$ cat src/rtl/response_id_restore_unit.sv
// response_id_restore_unit
//   Restores original IDs on read-response beats coming back from the slave side,
//   buffers them in a small circular FIFO and replays them in order on the master side.
//   Each beat's unique ID is released to the allocator on its last beat.
//   A two-state burst tracker flags (sticky) any ID change in the middle of a burst.
//   Optional feature macro: RSP_ERR_COUNT_EN adds an 8-bit saturating count of
//   accepted beats whose s_rresp is not OKAY (err_count output).
module response_id_restore_unit #(
  parameter int ID_WIDTH   = 4,
  parameter int DATA_WIDTH = 32,
  parameter int FIFO_DEPTH = 4
) (
  input  logic                  clk,
  input  logic                  rst,
  // slave side
  input  logic                  s_rvalid,
  output logic                  s_rready,
  input  logic [ID_WIDTH-1:0]   s_rid,
  input  logic [DATA_WIDTH-1:0] s_rdata,
  input  logic [1:0]            s_rresp,
  input  logic                  s_rlast,
  // allocator
  output logic [ID_WIDTH-1:0]   unique_id_to_free,
  output logic                  free_req,
  input  logic [ID_WIDTH-1:0]   restored_id,
  // master side
  output logic                  m_rvalid,
  input  logic                  m_rready,
  output logic [ID_WIDTH-1:0]   m_rid,
  output logic [DATA_WIDTH-1:0] m_rdata,
  output logic [1:0]            m_rresp,
  output logic                  m_rlast,
  output logic                  protocol_err
`ifdef RSP_ERR_COUNT_EN
  ,
  output logic [7:0]            err_count
`endif
);

  localparam int PTR_W = $clog2(FIFO_DEPTH);
  localparam int CNT_W = PTR_W + 1;

  localparam logic [0:0] ST_IDLE  = 1'b0;
  localparam logic [0:0] ST_BURST = 1'b1;

  typedef struct packed {
    logic [ID_WIDTH-1:0]   id;
    logic [DATA_WIDTH-1:0] data;
    logic [1:0]            resp;
    logic                  last;
  } beat_t;

  beat_t [FIFO_DEPTH-1:0] mem_q;
  logic  [PTR_W-1:0]      wr_ptr_q, wr_ptr_d;
  logic  [PTR_W-1:0]      rd_ptr_q, rd_ptr_d;
  logic  [CNT_W-1:0]      cnt_q, cnt_d;
  logic  [0:0]            state_q, state_d;
  logic  [ID_WIDTH-1:0]   burst_id_q, burst_id_d;
  logic                   perr_q, perr_d;

  logic  full, empty, push, pop;
  beat_t head;
  beat_t wr_beat;

  // Occupancy flags and handshakes; s_rready depends only on registered state
  always_comb begin
    full     = (cnt_q == CNT_W'(FIFO_DEPTH));
    empty    = (cnt_q == '0);
    push     = s_rvalid & ~full;
    pop      = ~empty & m_rready;
    wr_beat  = '{id: restored_id, data: s_rdata, resp: s_rresp, last: s_rlast};
    head     = mem_q[rd_ptr_q];
  end

  assign s_rready          = ~full;
  assign unique_id_to_free = s_rid;
  assign free_req          = push & s_rlast;

  // Head entry is gated so the outputs read zero whenever nothing is buffered
  assign m_rvalid     = ~empty;
  assign m_rid        = empty ? '0 : head.id;
  assign m_rdata      = empty ? '0 : head.data;
  assign m_rresp      = empty ? '0 : head.resp;
  assign m_rlast      = empty ? 1'b0 : head.last;
  assign protocol_err = perr_q;

  // Pointer and occupancy next state; pointers wrap naturally (power-of-two depth)
  always_comb begin
    wr_ptr_d = push ? wr_ptr_q + PTR_W'(1) : wr_ptr_q;
    rd_ptr_d = pop  ? rd_ptr_q + PTR_W'(1) : rd_ptr_q;
    cnt_d    = cnt_q;
    case ({push, pop})
      2'b10:   cnt_d = cnt_q + CNT_W'(1);
      2'b01:   cnt_d = cnt_q - CNT_W'(1);
      default: cnt_d = cnt_q;
    endcase
  end

  // Burst tracker: a mismatching beat is still buffered and its s_rlast still steers the FSM
  always_comb begin
    state_d    = state_q;
    burst_id_d = burst_id_q;
    perr_d     = perr_q;
    if (push) begin
      case (state_q)
        ST_IDLE: begin
          if (!s_rlast) begin
            state_d    = ST_BURST;
            burst_id_d = s_rid;
          end
        end
        default: begin
          if (s_rid != burst_id_q) perr_d = 1'b1;
          if (s_rlast) state_d = ST_IDLE;
        end
      endcase
    end
  end

  // Control state; reset discards buffered beats by clearing the pointers/occupancy
  always_ff @(posedge clk or posedge rst) begin
    if (rst) begin
      wr_ptr_q   <= '0;
      rd_ptr_q   <= '0;
      cnt_q      <= '0;
      state_q    <= ST_IDLE;
      burst_id_q <= '0;
      perr_q     <= 1'b0;
    end else begin
      wr_ptr_q   <= wr_ptr_d;
      rd_ptr_q   <= rd_ptr_d;
      cnt_q      <= cnt_d;
      state_q    <= state_d;
      burst_id_q <= burst_id_d;
      perr_q     <= perr_d;
    end
  end

  // Beat storage; contents need no reset since empty gates the outputs
  always_ff @(posedge clk) begin
    if (push) mem_q[wr_ptr_q] <= wr_beat;
  end

`ifdef RSP_ERR_COUNT_EN
  logic [7:0] err_cnt_q, err_cnt_d;

  // Saturating count of accepted non-OKAY beats
  always_comb begin
    err_cnt_d = err_cnt_q;
    if (push && (s_rresp != 2'b00) && (err_cnt_q != 8'hFF))
      err_cnt_d = err_cnt_q + 8'd1;
  end

  // Error counter register
  always_ff @(posedge clk or posedge rst) begin
    if (rst) err_cnt_q <= '0;
    else     err_cnt_q <= err_cnt_d;
  end

  assign err_count = err_cnt_q;
`endif

endmodule

$ cat config.mk
export PLATFORM = sky130hd
export DESIGN_NAME = response_id_restore_unit
export DESIGN_NICKNAME = d
export VERILOG_FILES = /design/src/rtl/response_id_restore_unit.sv
export SDC_FILE = /design/constraint.sdc
export NUM_CORES = 1
export LEC_CHECK = 0
export CORE_MARGIN = 2
export CORE_UTILIZATION = 54
export CTS_CLUSTER_DIAMETER = 200
export DETAILED_ROUTE_END_ITERATION = 16
export PLACE_DENSITY_LB_ADDON = 0.08
export SYNTH_ARGS = -nofsm -noshare
export SYNTH_HDL_FRONTEND = slang
export SYNTH_SLANG_ARGS = --single-unit
export TNS_END_PERCENT = 100
$ cat constraint.sdc
create_clock -name clk -period 2.5 [get_ports clk]
set_input_delay 0.5 -clock clk [delete_from_list [all_inputs] [get_ports clk]]
set_output_delay 0.5 -clock clk [all_outputs]
set_load 0.01 [all_outputs]
==> impl_metrics.tcl, run 1 <==
set metrics [dict create \
    critPathMaxFanout 7 \
    final_common_cell "edfxtp_1" \
    critPathArrivalTime_ps 2010 \
    drcViolationCount 0 \
    design_area_um2 8530 \
    num_antenna_cells 0 \
    critPathKind "register to primary output" \
    slew_headroom_pct 65.5 \
    fp.dieW_um 115 \
    seq_area_frac_synth_pct 75.7 \
    syn2layout_area_growth_pct 28.9 \
    hold_path.class "primary input to asynchronous set/reset pin" \
    tritoncts "yes" \
    synth_warnings 0 \
    netlist.area_leader.share_pct 70.8 \
    top_level_ports 94 \
    report.final.setup_viol 1 \
    drt_iter0_markers 193 \
    tightest_slew_ps 516 \
    drive_gt1_share_pct 36.7 \
    clock_skew_ps 2.75 \
    wl_met3_um 522 \
    highest_layer "met5" \
    status "finished, violations left" \
    dr_wl_met2_um 6410 \
    syn_area_per_cell_um2 21.3 \
    grt_max_degree 37 \
    htree_levels 4 \
    port_buffers 93 \
    fin_cells 594 \
    start_util_pct 55.1 \
    syn_nets 364 \
    overflow 0 \
    track_usage_pct 19.7 \
    synthesis.area_um2 6620 \
    final_antenna_net_count 0 \
    firstDrtPassIters 7 \
    setup_tns_ps -5.73 \
    nNetsFinal 487 \
    report.final.slew_viol_count 0 \
    cts.sinks 169 \
    ys_ff_latch 169 \
    synthDistinctLibCells 26 \
    period_share_pct 100 \
    hold_violations 0 \
    hpwl_um 6830 \
    die_h_um 115 \
    coreArea_um2 12000 \
    grt_pass1_vias 3424 \
    leakage_nw 3.04 \
    die_area_um2 13200 \
    cp.required_ps 2000 \
    cts-root-buf "clkbuf_16" \
    wl_um 12000 \
    grt_pass1_wl_um 18500 \
    syn_inst 311 \
    violations "negative setup slack" \
    worst_setup_path_end_kind "primary output" \
    layout_setup_ws_ps -5.73 \
    final_cell_mix "156 x edfxtp_1, 53 x clkdlybuf4s50_1, 39 x mux4_2" \
    yosys.area.top_type "edfxtp_1" \
    clock_latency_ps 420 \
    rsz0062_at_grt "yes" \
    path_clk_slew_ps 60 \
    cts_buffer_depth 2 \
    min_period_ps 2510 \
    synth.area.top_cells "edfxtp_1 71%, mux4_2 13%, dfrtp_1 4.9%" \
    cts-buffers-inserted 17 \
    vdd_drop_max_uv 661 \
    routedWlPerCell_um 20.2 \
    placed_area_um2 7810 \
    wl_met1_um 4900 \
    place_congestion 0.705 \
    p_per_area_nw_per_um2 1250 \
    max-cap-violations 0 \
    max_freq_mhz 399 \
    place_inst 547 \
    rows 40 \
    viasPerCell 5.50 \
    ctsHoldBuffers 0 \
    vias 3265 \
    crit_path_start_kind "register" \
    antenna_found_initial 1 \
]
## registers in the layout, summed over array words and instances, names as in the netlist
name	count
wr_ptr_q	2
state_q	1
protocol_err	1
cnt_q	3
rd_ptr_q	2
mem_q	156
burst_id_q	4
## kinds of logic after synthesis
| family | share of synthesized area, % |
|---|---|
| muxes | 14.5 |
| adders and majority gates | 1.25 |
| and+or+nand+nor | 5.05 |
| AOI/OAI and AO/OA | 0.132 |
| DFF | 75.7 |
| xor gates and xnor gates | 1.32 |
| buffers and inverters | 2.08 |
## power breakdown
| part | internal, mW | switching [mW] | leakage [nW] |
|---|---|---|---|
| combinational | 2.13 | 1.74 | 1.15 |
| sequential | 3.76 | 0.192 | 1.58 |
| clock | 1.86 | 1.01 | 0.315 |
| total | 7.75 | 2.94 | 3.04 |
## worst paths after layout
check | start | endpoint | slack (ps) | cells after the start
min in group clk | protocol_err | protocol_err | 480 | 1
hold reg to reg | protocol_err | protocol_err | 480 | 1
max in group asynchronous | rst | rd_ptr_q[1] | 1690 | 2
setup reg to reg | cnt_q[0] | cnt_q[2] | 270 | 9
hold / removal | rst | cnt_q[1] | 440 | 2
setup / recovery | rd_ptr_q[0] | m_rlast | -6 | 5
## metal layers
metal / GRT usage (%) / up-vias
met5: 0 / -
met4: 7.87 / 2
met2: 32.9 / 87
li1: - / 1474
met3: 5.19 / 19
met1: 24.9 / 1683
## synthesized netlist by cell type
cell      number
edfxtp_1     156
and2_1        40
mux4_2        39
dfrtp_1       13
buf_4          8
inv_1          8
xnor2_1        7
and3_1         5
ha_1           5
clkbuf_1       4
mux2_2         4
buf_1          3
xor2_1         3
buf_2          2
mux2i_1        2
nor2_1         2
a31o_2         1
and2_4         1
buf_6          1
fa_1           1
mux2_4         1
nand3_1        1
nand3_2        1
nand4_1        1
or3_1          1
or3b_1         1
## what timing repair did
item                                    in CTS  in global routing
setup buffers                                5                  7
pin swaps                                    1                  2
gates cloned                                 3                  0
endpoints found under the setup margin      41                 38
gates resized for setup                     90                 68
## through the flow
step | util [%] | hold slack (ps) | setup slack, ps | total power [mW]
2_1_floorplan | - | 377 | 300 | 6.12
3_3_place_gp | 65.1 | 466 | 169 | 7.77
3_5_place_dp | 65.1 | 468 | 144 | 7.83
4_1_cts | 71.7 | 435 | -76.2 | 10.8
5_1_grt | 71.0 | 473 | -82.9 | 11.2
6_report | 71.0 | 437 | -5.73 | 10.7
## final cells by class
class,instances,area (µm²)
clock buffers,18,429
clock inverters,14,228
fillers,754,3480
inverters,8,30.0
multi-input cells,116,1510
flip-flops and latches,169,5010
well taps,147,184
repair buffers,122,1140
## critical path, cell delays in order (launching register included)
cell and delay (ps):
dfrtp_2 420, buf_4 140, buf_12 130, mux4_2 500, and2_1 180, clkdlybuf4s15_2 220
(Power assumes the default switching activity.)
==> run 2: changes to the inputs <==
--- a/config.mk
+++ b/config.mk
@@ -5,10 +5,12 @@
 export SDC_FILE = /design/constraint.sdc
 export NUM_CORES = 1
 export LEC_CHECK = 0
-export CORE_MARGIN = 2
+export ABC_CLOCK_PERIOD_IN_PS = 2500
+export CORE_MARGIN = 10
 export CORE_UTILIZATION = 54
 export CTS_CLUSTER_DIAMETER = 200
 export DETAILED_ROUTE_END_ITERATION = 16
+export GPL_ROUTABILITY_DRIVEN = 1
 export PLACE_DENSITY_LB_ADDON = 0.08
 export SYNTH_ARGS = -nofsm -noshare
 export SYNTH_HDL_FRONTEND = slang
==> impl_metrics.tcl, run 2 (same netlist as run 1, synthesis figures left out) <==
set metrics [dict create \
    status "finished, final reports clean" \
    syn2layout_area_growth_pct 27.6 \
    top_level_ports 94 \
    final_cell_mix "156 x edfxtp_1, 51 x clkdlybuf4s50_1, 39 x mux4_2" \
    drive_gt1_share_pct 34.2 \
    port_buffers 93 \
    htree_levels 4 \
    grt_max_degree 26 \
    hold_path.class "primary input to asynchronous set/reset pin" \
    vdd_drop_max_uv 660 \
    max-cap-violations 0 \
    cts_buffer_depth 2 \
    hold_ws_ps 480 \
    drt_iter0_markers 249 \
    die_h_um 131 \
    place_congestion 0.670 \
    nNetsFinal 487 \
    critPathKind "register to primary output" \
    cts-buffers-inserted 17 \
    start_util_pct 55.1 \
    reg_top3 "mem_q (156), burst_id_q (4), cnt_q (3)" \
    r2r-end "cnt_q[2]" \
    report.final.slew_viol_count 0 \
    r2r_setup_slack_ps 230 \
    crit_family "multiplexers" \
    path_clk_slew_ps 60 \
    hold_violations 0 \
    routedWlPerCell_um 22.2 \
    clock_skew_ps 7.01 \
    wl_um 13200 \
    critPathBufInv 4 \
    viasPerCell 5.57 \
    final_common_cell "edfxtp_1" \
    firstDrtPassIters 5 \
    cp_cell_sequence "buf_6, buf_12, buf_6, mux4_2, and2_4, buf_6" \
    tritoncts "yes" \
    hpwl_um 7910 \
    antenna_found_initial 1 \
    cp.required_ps 2000 \
    fp.dieW_um 131 \
    grt_pass1_vias 3667 \
    path_common_cell "buf_6" \
    min_period_ps 2480 \
    fillers 784 \
    cts-root-buf "clkbuf_16" \
    top_register "mem_q" \
    clock_latency_ps 420 \
    critPathMaxFanout 7 \
    tightest_slew_ps 581 \
    largest_register_ffs 156 \
    total_power_mw 10.3 \
    rsz0062_at_grt "yes" \
    p_per_area_nw_per_um2 1220 \
    r2r-start "cnt_q[0]" \
    slowest_stage "mux4_2" \
    placed_area_um2 7810 \
    max_stage_delay_ps 490 \
    design_area_um2 8450 \
    vias 3307 \
    crit_path_start_kind "register" \
    final_antenna_net_count 0 \
    slew_headroom_pct 61.3 \
    track_usage_pct 16.5 \
    rows 40 \
    worst_r2r_path_depth 9 \
    grt_pass1_wl_um 20500 \
    ctsHoldBuffers 0 \
    worst_setup_path_end_kind "primary output" \
    period_share_pct 99.1 \
    num_antenna_cells 0 \
    die_area_um2 17100 \
    critPathArrivalTime_ps 1980 \
    max_freq_mhz 404 \
    coreArea_um2 12000 \
    overflow 0 \
    cts.sinks 169 \
    drcViolationCount 0 \
    leakage_nw 2.98 \
    report.final.setup_viol 0 \
]
==> run 2: how the worst max path moves through the flow <==
stage	end	cells past startpoint	start	slack (ps)
6_report	m_rdata[21]	6	rd_ptr_q[0]	20
5_1_grt	m_rdata[21]	6	rd_ptr_q[0]	-40
4_1_cts	m_rdata[21]	7	rd_ptr_q[0]	-140
3_5_place_dp	cnt_q[2]	9	s_rvalid	120
3_3_place_gp	m_rdata[11]	4	rd_ptr_q[0]	160
2_1_floorplan	cnt_q[2]	10	cnt_q[0]	300
==> run 2: timing repair <==
action,4_1_cts,5_1_grt
setup endpoints to repair,40,28
setup buffers,13,2
pin swaps,3,0
gates cloned,4,0
resized for setup,138,29
==> run 2: per-layer routing <==
| metal | global-route usage (%) | part of all wire (%) |
|---|---|---|
| met1 | 19.7 | 39 |
| met2 | 27.2 | 53 |
| met3 | 5.12 | 6.4 |
| met4 | 7.13 | 1.6 |
| met5 | 0 | 0.099 |
==> run 2: through the flow <==
step	setup WS, ps	utilization, %	setup TNS [ps]	cells
floorplan	300	-	0	311
global placement	163	65.0	0	550
detailed placement	121	65.0	0	550
CTS	-135	70.9	-1330	598
global route	-35.6	70.3	-151	594
finish	22.5	70.3	0	594
==> run 2: power breakdown <==
| group | internal, mW | total (mW) | switching, mW |
|---|---|---|---|
| clock network | 1.45 | 2.46 | 1.01 |
| registers | 3.76 | 3.95 | 0.192 |
| logic | 2.12 | 3.89 | 1.77 |
==> run 2: cell type report <==
| cell class | instances | area (µm²) | share of cell area [%] |
|---|---|---|---|
| Inverter | 8 | 30.0 | 0.356 |
| Sequential cell | 169 | 5010 | 59.3 |
| Timing Repair Buffer | 122 | 1160 | 13.7 |
| Clock inverter | 14 | 131 | 1.56 |
| Tap cell | 147 | 184 | 2.18 |
| Multi-Input combinational cell | 116 | 1500 | 17.7 |
| Clock buffer | 18 | 429 | 5.08 |
==> run 3: changes to the inputs <==
--- a/config.mk
+++ b/config.mk
@@ -11,6 +11,7 @@
 export CTS_CLUSTER_DIAMETER = 200
 export DETAILED_ROUTE_END_ITERATION = 16
 export GPL_ROUTABILITY_DRIVEN = 1
+export HOLD_SLACK_MARGIN = 0.03
 export PLACE_DENSITY_LB_ADDON = 0.08
 export SYNTH_ARGS = -nofsm -noshare
 export SYNTH_HDL_FRONTEND = slang
==> results of run 3 <==
Final layout, timing and power as in run 2 (identical DEF).
